$ cat src/rtl/dual_issue_queue.sv
// ---------------------------------------------------------------------------
// dual_issue_queue
//
// Purpose:
//   A 4-entry in-order instruction queue that sits between decode and the
//   DX pipeline latches of a two-wide pipeline. Decode offers up to two
//   instructions per cycle. The queue issues up to two instructions per cycle
//   into the DX latches of pipe 1 and pipe 2, subject to these rules:
//     - a load-use hazard against a load already in DX holds the instruction;
//     - a dependency inside the issuing pair keeps the second instruction back;
//     - control instructions (branch/jump/bex/jr) issue only in pipe 1.
//   A flush squashes the queue contents and both DX latches.
//
// Ports:
//   clock                    rising-edge clock for all state
//   reset                    asynchronous, active-low reset
//   flush                    synchronous squash of the queue and the DX latches
//   in_valid_k               fetch slot k (k=1,2) holds a decoded instruction
//   in_rs_k/in_rt_k/in_rd_k  source and destination register fields
//   in_regWrite_k            instruction writes rd
//   in_memToReg_k            instruction is a load
//   in_ctrl_k                instruction is a branch/jump/bex/jr
//   in_tag_k                 opaque instruction tag (low PC bits)
//   in_ready                 queue accepts a pair this cycle
//   DX_*_k                   registered DX latch of pipe k (feeds the bypass unit)
//   stall_cnt                saturating count of cycles in which the head
//                            was valid but did not issue
// ---------------------------------------------------------------------------
module dual_issue_queue (
  input  logic        clock,
  input  logic        reset,
  input  logic        flush,
  input  logic        in_valid_1,
  input  logic [4:0]  in_rs_1,
  input  logic [4:0]  in_rt_1,
  input  logic [4:0]  in_rd_1,
  input  logic        in_regWrite_1,
  input  logic        in_memToReg_1,
  input  logic        in_ctrl_1,
  input  logic [7:0]  in_tag_1,
  input  logic        in_valid_2,
  input  logic [4:0]  in_rs_2,
  input  logic [4:0]  in_rt_2,
  input  logic [4:0]  in_rd_2,
  input  logic        in_regWrite_2,
  input  logic        in_memToReg_2,
  input  logic        in_ctrl_2,
  input  logic [7:0]  in_tag_2,
  output logic        in_ready,
  output logic        DX_valid_1,
  output logic [4:0]  DX_rs_1,
  output logic [4:0]  DX_rt_1,
  output logic [4:0]  DX_rd_1,
  output logic        DX_regWrite_1,
  output logic        DX_memToReg_1,
  output logic        DX_ctrl_1,
  output logic [7:0]  DX_tag_1,
  output logic        DX_valid_2,
  output logic [4:0]  DX_rs_2,
  output logic [4:0]  DX_rt_2,
  output logic [4:0]  DX_rd_2,
  output logic        DX_regWrite_2,
  output logic        DX_memToReg_2,
  output logic        DX_ctrl_2,
  output logic [7:0]  DX_tag_2,
  output logic [15:0] stall_cnt
);

  // One queue entry / one DX latch payload (26 bits).
  typedef struct packed {
    logic [4:0] rs;
    logic [4:0] rt;
    logic [4:0] rd;
    logic       reg_write;
    logic       mem_to_reg;
    logic       ctrl;
    logic [7:0] tag;
  } entry_t;

  entry_t     mem [4];
  logic [1:0] head;
  logic [1:0] tail;
  logic [2:0] count;

  entry_t     dx_1;
  entry_t     dx_2;
  logic       dx_valid_1;
  logic       dx_valid_2;

  entry_t     in_e1;
  entry_t     in_e2;
  entry_t     head_e;
  entry_t     next_e;
  logic [1:0] head_p1;
  logic [1:0] tail_p1;

  logic       enq_1;
  logic       enq_2;
  logic       iss_1;
  logic       iss_2;
  logic [2:0] enq_num;
  logic [2:0] iss_num;
  logic [4:0] load_rd_1;
  logic [4:0] load_rd_2;
  logic       head_hazard;
  logic       next_hazard;
  logic       pair_dep;

  // True when rs or rt reads a register that a load currently in DX will
  // write. A load_rd of 0 means "no load in that pipe" (r0 is never a hazard).
  function automatic logic load_use(input logic [4:0] rs, input logic [4:0] rt,
                                    input logic [4:0] l1, input logic [4:0] l2);
    logic hit;
    hit = 1'b0;
    if (l1 != 5'd0 && (l1 == rs || l1 == rt)) hit = 1'b1;
    if (l2 != 5'd0 && (l2 == rs || l2 == rt)) hit = 1'b1;
    return hit;
  endfunction

  assign in_e1   = '{rs: in_rs_1, rt: in_rt_1, rd: in_rd_1, reg_write: in_regWrite_1,
                     mem_to_reg: in_memToReg_1, ctrl: in_ctrl_1, tag: in_tag_1};
  assign in_e2   = '{rs: in_rs_2, rt: in_rt_2, rd: in_rd_2, reg_write: in_regWrite_2,
                     mem_to_reg: in_memToReg_2, ctrl: in_ctrl_2, tag: in_tag_2};

  assign head_p1 = head + 2'd1;
  assign tail_p1 = tail + 2'd1;
  assign head_e  = mem[head];
  assign next_e  = mem[head_p1];

  // Room for a full pair is required before anything is accepted.
  assign in_ready = (count <= 3'd2);

  // Slot 2 is only ever written together with slot 1.
  assign enq_1 = in_ready & in_valid_1 & ~flush;
  assign enq_2 = enq_1 & in_valid_2;

  // Destination of any load sitting in the DX latches, 0 when none.
  assign load_rd_1 = (dx_valid_1 & dx_1.mem_to_reg) ? dx_1.rd : 5'd0;
  assign load_rd_2 = (dx_valid_2 & dx_2.mem_to_reg) ? dx_2.rd : 5'd0;

  assign head_hazard = load_use(head_e.rs, head_e.rt, load_rd_1, load_rd_2);
  assign next_hazard = load_use(next_e.rs, next_e.rt, load_rd_1, load_rd_2);

  // The second instruction of a pair may not read or overwrite the head's rd.
  assign pair_dep = head_e.reg_write && (head_e.rd != 5'd0) &&
                    ((head_e.rd == next_e.rs) || (head_e.rd == next_e.rt) ||
                     (head_e.rd == next_e.rd));

  // Occupancy is tested first so stale storage never influences issue.
  assign iss_1 = (count != 3'd0) && !head_hazard;
  assign iss_2 = iss_1 && (count >= 3'd2) && !head_e.ctrl && !next_hazard && !pair_dep;

  assign enq_num = {2'b00, enq_1} + {2'b00, enq_2};
  assign iss_num = {2'b00, iss_1} + {2'b00, iss_2};

  // Queue storage carries no reset; occupancy alone decides what is live.
  // Enqueue only happens with count <= 2, so the written slots never alias
  // the entries being read for issue in the same cycle.
  always_ff @(posedge clock) begin
    if (enq_1) mem[tail] <= in_e1;
    if (enq_2) mem[tail_p1] <= in_e2;
  end

  // Pointers, occupancy, DX latches and the stall counter. Flush clears the
  // queue and DX but deliberately leaves stall_cnt untouched.
  always_ff @(posedge clock or negedge reset) begin
    if (!reset) begin
      head       <= 2'd0;
      tail       <= 2'd0;
      count      <= 3'd0;
      dx_1       <= '0;
      dx_2       <= '0;
      dx_valid_1 <= 1'b0;
      dx_valid_2 <= 1'b0;
      stall_cnt  <= 16'd0;
    end else if (flush) begin
      head       <= 2'd0;
      tail       <= 2'd0;
      count      <= 3'd0;
      dx_1       <= '0;
      dx_2       <= '0;
      dx_valid_1 <= 1'b0;
      dx_valid_2 <= 1'b0;
    end else begin
      head       <= head + iss_num[1:0];
      tail       <= tail + enq_num[1:0];
      count      <= count + enq_num - iss_num;
      dx_1       <= iss_1 ? head_e : '0;
      dx_2       <= iss_2 ? next_e : '0;
      dx_valid_1 <= iss_1;
      dx_valid_2 <= iss_2;
      if ((count != 3'd0) && !iss_1 && (stall_cnt != 16'hFFFF))
        stall_cnt <= stall_cnt + 16'd1;
    end
  end

  assign DX_valid_1    = dx_valid_1;
  assign DX_rs_1       = dx_1.rs;
  assign DX_rt_1       = dx_1.rt;
  assign DX_rd_1       = dx_1.rd;
  assign DX_regWrite_1 = dx_1.reg_write;
  assign DX_memToReg_1 = dx_1.mem_to_reg;
  assign DX_ctrl_1     = dx_1.ctrl;
  assign DX_tag_1      = dx_1.tag;

  assign DX_valid_2    = dx_valid_2;
  assign DX_rs_2       = dx_2.rs;
  assign DX_rt_2       = dx_2.rt;
  assign DX_rd_2       = dx_2.rd;
  assign DX_regWrite_2 = dx_2.reg_write;
  assign DX_memToReg_2 = dx_2.mem_to_reg;
  assign DX_ctrl_2     = dx_2.ctrl;
  assign DX_tag_2      = dx_2.tag;

endmodule
$ cat config.mk
export PLATFORM = sky130hd
export DESIGN_NAME = dual_issue_queue
export DESIGN_NICKNAME = d
export VERILOG_FILES = /design/src/rtl/dual_issue_queue.sv
export SDC_FILE = /design/constraint.sdc
export NUM_CORES = 1
export LEC_CHECK = 0
export ABC_CLOCK_PERIOD_IN_PS = 7700
export CORE_UTILIZATION = 35
export CTS_CLUSTER_DIAMETER = 60
export DETAILED_ROUTE_END_ITERATION = 7
export PLACE_DENSITY = 0.67
export SLEW_MARGIN = 40
export SYNTH_ARGS = -nofsm -noshare
export SYNTH_HDL_FRONTEND = slang
export SYNTH_SLANG_ARGS = --single-unit
$ cat constraint.sdc
create_clock -name clock -period 7.7 [get_ports clock]
set_clock_uncertainty 0.15 [all_clocks]
set_input_delay 0.77 -clock clock [delete_from_list [all_inputs] [get_ports clock]]
set_output_delay 0.77 -clock clock [all_outputs]
set_load 0.005 [all_outputs]
==> results.sh <==
export IMPL_cp_max_fo=44
export IMPL_outcome="complete, no violations"
export IMPL_seq_area_um2=5050
export IMPL_ys_types=59
export IMPL_clock_latency_ns=0.43
export IMPL_grt_pass1_vias=6248
export IMPL_slew_violations=0
export IMPL_grt_overflow_total=0
export IMPL_finalHoldViolCount=0
export IMPL_dieArea_um2=29000
export IMPL_maxCapViolations=0
export IMPL_busiest_layer="met2"
export IMPL_finalCritPeriodShare_pct=65.4
export IMPL_grt_use_met3_pct=5.07
export IMPL_syn_nets=770
export IMPL_synth_seq_cells=181
export IMPL_firstDrtPassIters=5
export IMPL_rsz0062_at_grt="no"
export IMPL_design_area_um2=12200
export IMPL_vdd_drop_max_mv=0.139
export IMPL_max_freq_mhz=198
export IMPL_drt_iter0_markers=475
export IMPL_grt_pass1_wl_um=36600
export IMPL_async_reset_ff_share_pct=42.5
export IMPL_drive_above_1_share_pct=26.5
export IMPL_netlist_area_um2=9900
export IMPL_cp_slowest_cell="dfrtp_4"
export IMPL_multi_input_area_um2=4600
export IMPL_core_area_um2=27800
export IMPL_finalSetupTns_ns=0
export IMPL_grt_max_degree=64
export IMPL_dr_total_vias=6254
export IMPL_cts_resized=0
export IMPL_use_met1_pct=22.5
export IMPL_clockBufferDepth=2
export IMPL_routed_wl_um=23900
export IMPL_post_cts_setup_buffers=0
export IMPL_post_drt_wl_per_cell_um=19.6
export IMPL_cts_tree="yes"
export IMPL_p_leak_uw=0.00437
export IMPL_synth_main_ff_cell="edfxtp_1"
export IMPL_numCtsBuffers=17
export IMPL_power_switching_uw=1050
export IMPL_post_route_util_pct=43.8
export IMPL_cts_reportedPaths_clkPinSlew_ns=0.08
export IMPL_power_frac_seq_pct=39.6
export IMPL_io_buffers=127
export IMPL_internal_power_uw=2200
export IMPL_swShare_pct=32.3
export IMPL_place_congestion=0.902
export IMPL_synth_edf_count=104
export IMPL_avgSynthCellArea_um2=14.0
export IMPL_antenna_found_initial=2
export IMPL_most_common_layout_cells="clkdlybuf4s50_1, mux2_2, edfxtp_1"
export IMPL_layout_min_cycle_time_ns=5.04
export IMPL_p_clk_share_pct=26.9
export IMPL_setup_viol=0
export IMPL_nFillCells=2554
export IMPL_fp_dieW_um=170
export IMPL_ant_nets=0
export IMPL_cts_max_level=4
export IMPL_syn_instance_count=705
export IMPL_met2_usage_pct=26.9
export IMPL_cts_sinks=181
export IMPL_holdBufCountCts=0
export IMPL_comb_power_share_pct=33.5
export IMPL_seq_area_frac_synth_pct=51.0
export IMPL_final_common_cell="clkdlybuf4s50_1"
export IMPL_grt_usage_pct=17.0
export IMPL_start_kind="flop"
export IMPL_cp_required_ns=7.86
export IMPL_hold_class="input port to asynchronous set/reset pin"
export IMPL_power_density_nw_per_um2=267
export IMPL_diodes=0
export IMPL_max_stage_delay_ns=0.71
export IMPL_area_delta_synth_final_pct=22.8
export IMPL_vias_per_cell=5.15
export IMPL_worstPathArrival_ns=5.20
export IMPL_crit_path_end_kind="flop"
export IMPL_cts_root_buf="clkbuf_16"
export IMPL_die_y_um=170
export IMPL_ys_warn_count=0
export IMPL_tightestPinTransition_ns=0.730
export IMPL_placed_area_um2=11600
export IMPL_worstSetupPathType="flop to flop"
export IMPL_pin_count=128
export IMPL_crit_chain="buf_4, mux4_2, xnor2_1, a31oi_1, a21oi_1, a311oi_1, and4_1, ha_1, inv_1, fa_1, inv_1, fa_1, xnor2_1, nor2_1"
export IMPL_std_cell_rows=61
export IMPL_nNetsFinal=889
export IMPL_max_slew_margin_pct=51.3
export IMPL_hpwl_um=16400
export IMPL_initial_core_util_pct=35.6
export IMPL_drc_errors=0
==> per-layer routing <==
metal / share of wire [%] / wire length, um
met4: 1.7 / 402
met1: 44 / 10400
met3: 8.0 / 1920
met2: 47 / 11100
met5: 0.11 / 27
==> through the flow <==
| stage | setup WS [ns] | power [uW] | std cells | hold slack [ns] |
|---|---|---|---|---|
| floorplan | 3.65 | 2020 | 705 | 0.324 |
| global placement | 2.35 | 2380 | 1182 | 0.324 |
| detailed placement | 2.28 | 2390 | 1182 | 0.324 |
| CTS | 2.25 | 3270 | 1214 | 0.0226 |
| global route | 2.32 | 3410 | 1215 | 0.0242 |
| finish | 2.66 | 3240 | 1215 | 0.0348 |
==> power groups by stage <==
stage          Clock (uW)  Combinational [uW]  Sequential, uW
4_1_cts               887                1100            1280
3_3_place_gp            0                1080            1300
5_1_grt               922                1190            1300
2_1_floorplan           0                 797            1230
6_report              872                1090            1280
3_5_place_dp            0                1090            1300
==> logic make-up after synthesis <==
logic type	Yosys count	share of synthesized area, %
buf+inv	59	2.78
mux	166	24.7
fa+ha+maj	8	1.16
compound gates	39	3.13
xor+xnor	80	7.08
simple gates	172	10.2
flops	181	51.0
==> state kept, by name (all words and copies together), names as in the netlist, 2 cells and up <==
name / count
DX_rt_2: 5
mem: 104
DX_rt_1: 5
DX_rs_2: 5
DX_tag_1: 8
DX_rd_1: 5
DX_rs_1: 5
head: 2
DX_tag_2: 8
tail: 2
DX_rd_2: 5
stall_cnt: 16
count: 3
==> synthesized netlist by cell type (3+ instances only) <==
master    instances  share of area [%]
mux2_2          105                 12
xor2_1           38                3.4
nand4_1           4               0.25
edfxtp_1        104                 32
dfrtp_1          77                 19
nor2_1           32                1.2
nor4b_2           3               0.45
mux4_2           52                 12
nand2_1          19               0.72
nor2b_1          25                1.6
nor4b_1           3               0.27
a31oi_1           3               0.19
clkbuf_1         23               0.87
nor4_1            4               0.25
a21oi_1           9               0.45
a22oi_1           3               0.23
and3_1            6               0.38
inv_1            19               0.72
nor3_1           13               0.66
and2_1           29                1.8
mux2i_1           9               0.91
o21ai_0           5               0.25
buf_2             9               0.45
nor4_2            3               0.38
nand3_1          17               0.86
buf_4             3               0.23
xnor2_1          42                3.7
ha_1              6               0.76
==> layout make-up <==
class                      instances  area share (%)
inverter                          19           0.587
sequential                       181            41.6
tap                              378            3.89
timing repair buffer             140            11.3
clock inverter                    14            1.28
multi-input combinational        465            37.8
clock buffer                      18            3.53
==> worst max-delay path, delay by kind of cell (launching register included) <==
family	cells	cell delay, ns
buffers and inverters	3	0.78
adders and majority gates	3	1.11
muxes	1	0.70
xor gates and xnor gates	2	0.33
AOI/OAI and AO/OA	3	0.78
and+or+nand+nor	2	0.34
DFF	1	0.71
==> path summary, 6_finish.rpt <==
| kind | startpoint | end | slack, ns | cells past startpoint |
|---|---|---|---|---|
| worst max-delay path | head[0]$_DFF_PN0_ | count[2]$_DFF_PN0_ | 2.66 | 14 |
| worst max register to register | head[0]$_DFF_PN0_ | count[2]$_DFF_PN0_ | 2.66 | 14 |
| worst min register to register | stall_cnt[9]$_DFFE_PN0P_ | stall_cnt[9]$_DFFE_PN0P_ | 0.34 | 1 |
| max in group asynchronous | reset | DX_valid_1$_DFF_PN0_ | 6.49 | 2 |
| worst min-delay path | reset | stall_cnt[13]$_DFFE_PN0P_ | 0.03 | 1 |
| min in group clock | stall_cnt[9]$_DFFE_PN0P_ | stall_cnt[9]$_DFFE_PN0P_ | 0.34 | 1 |
Note: power is estimated with default switching activity, not from simulation.
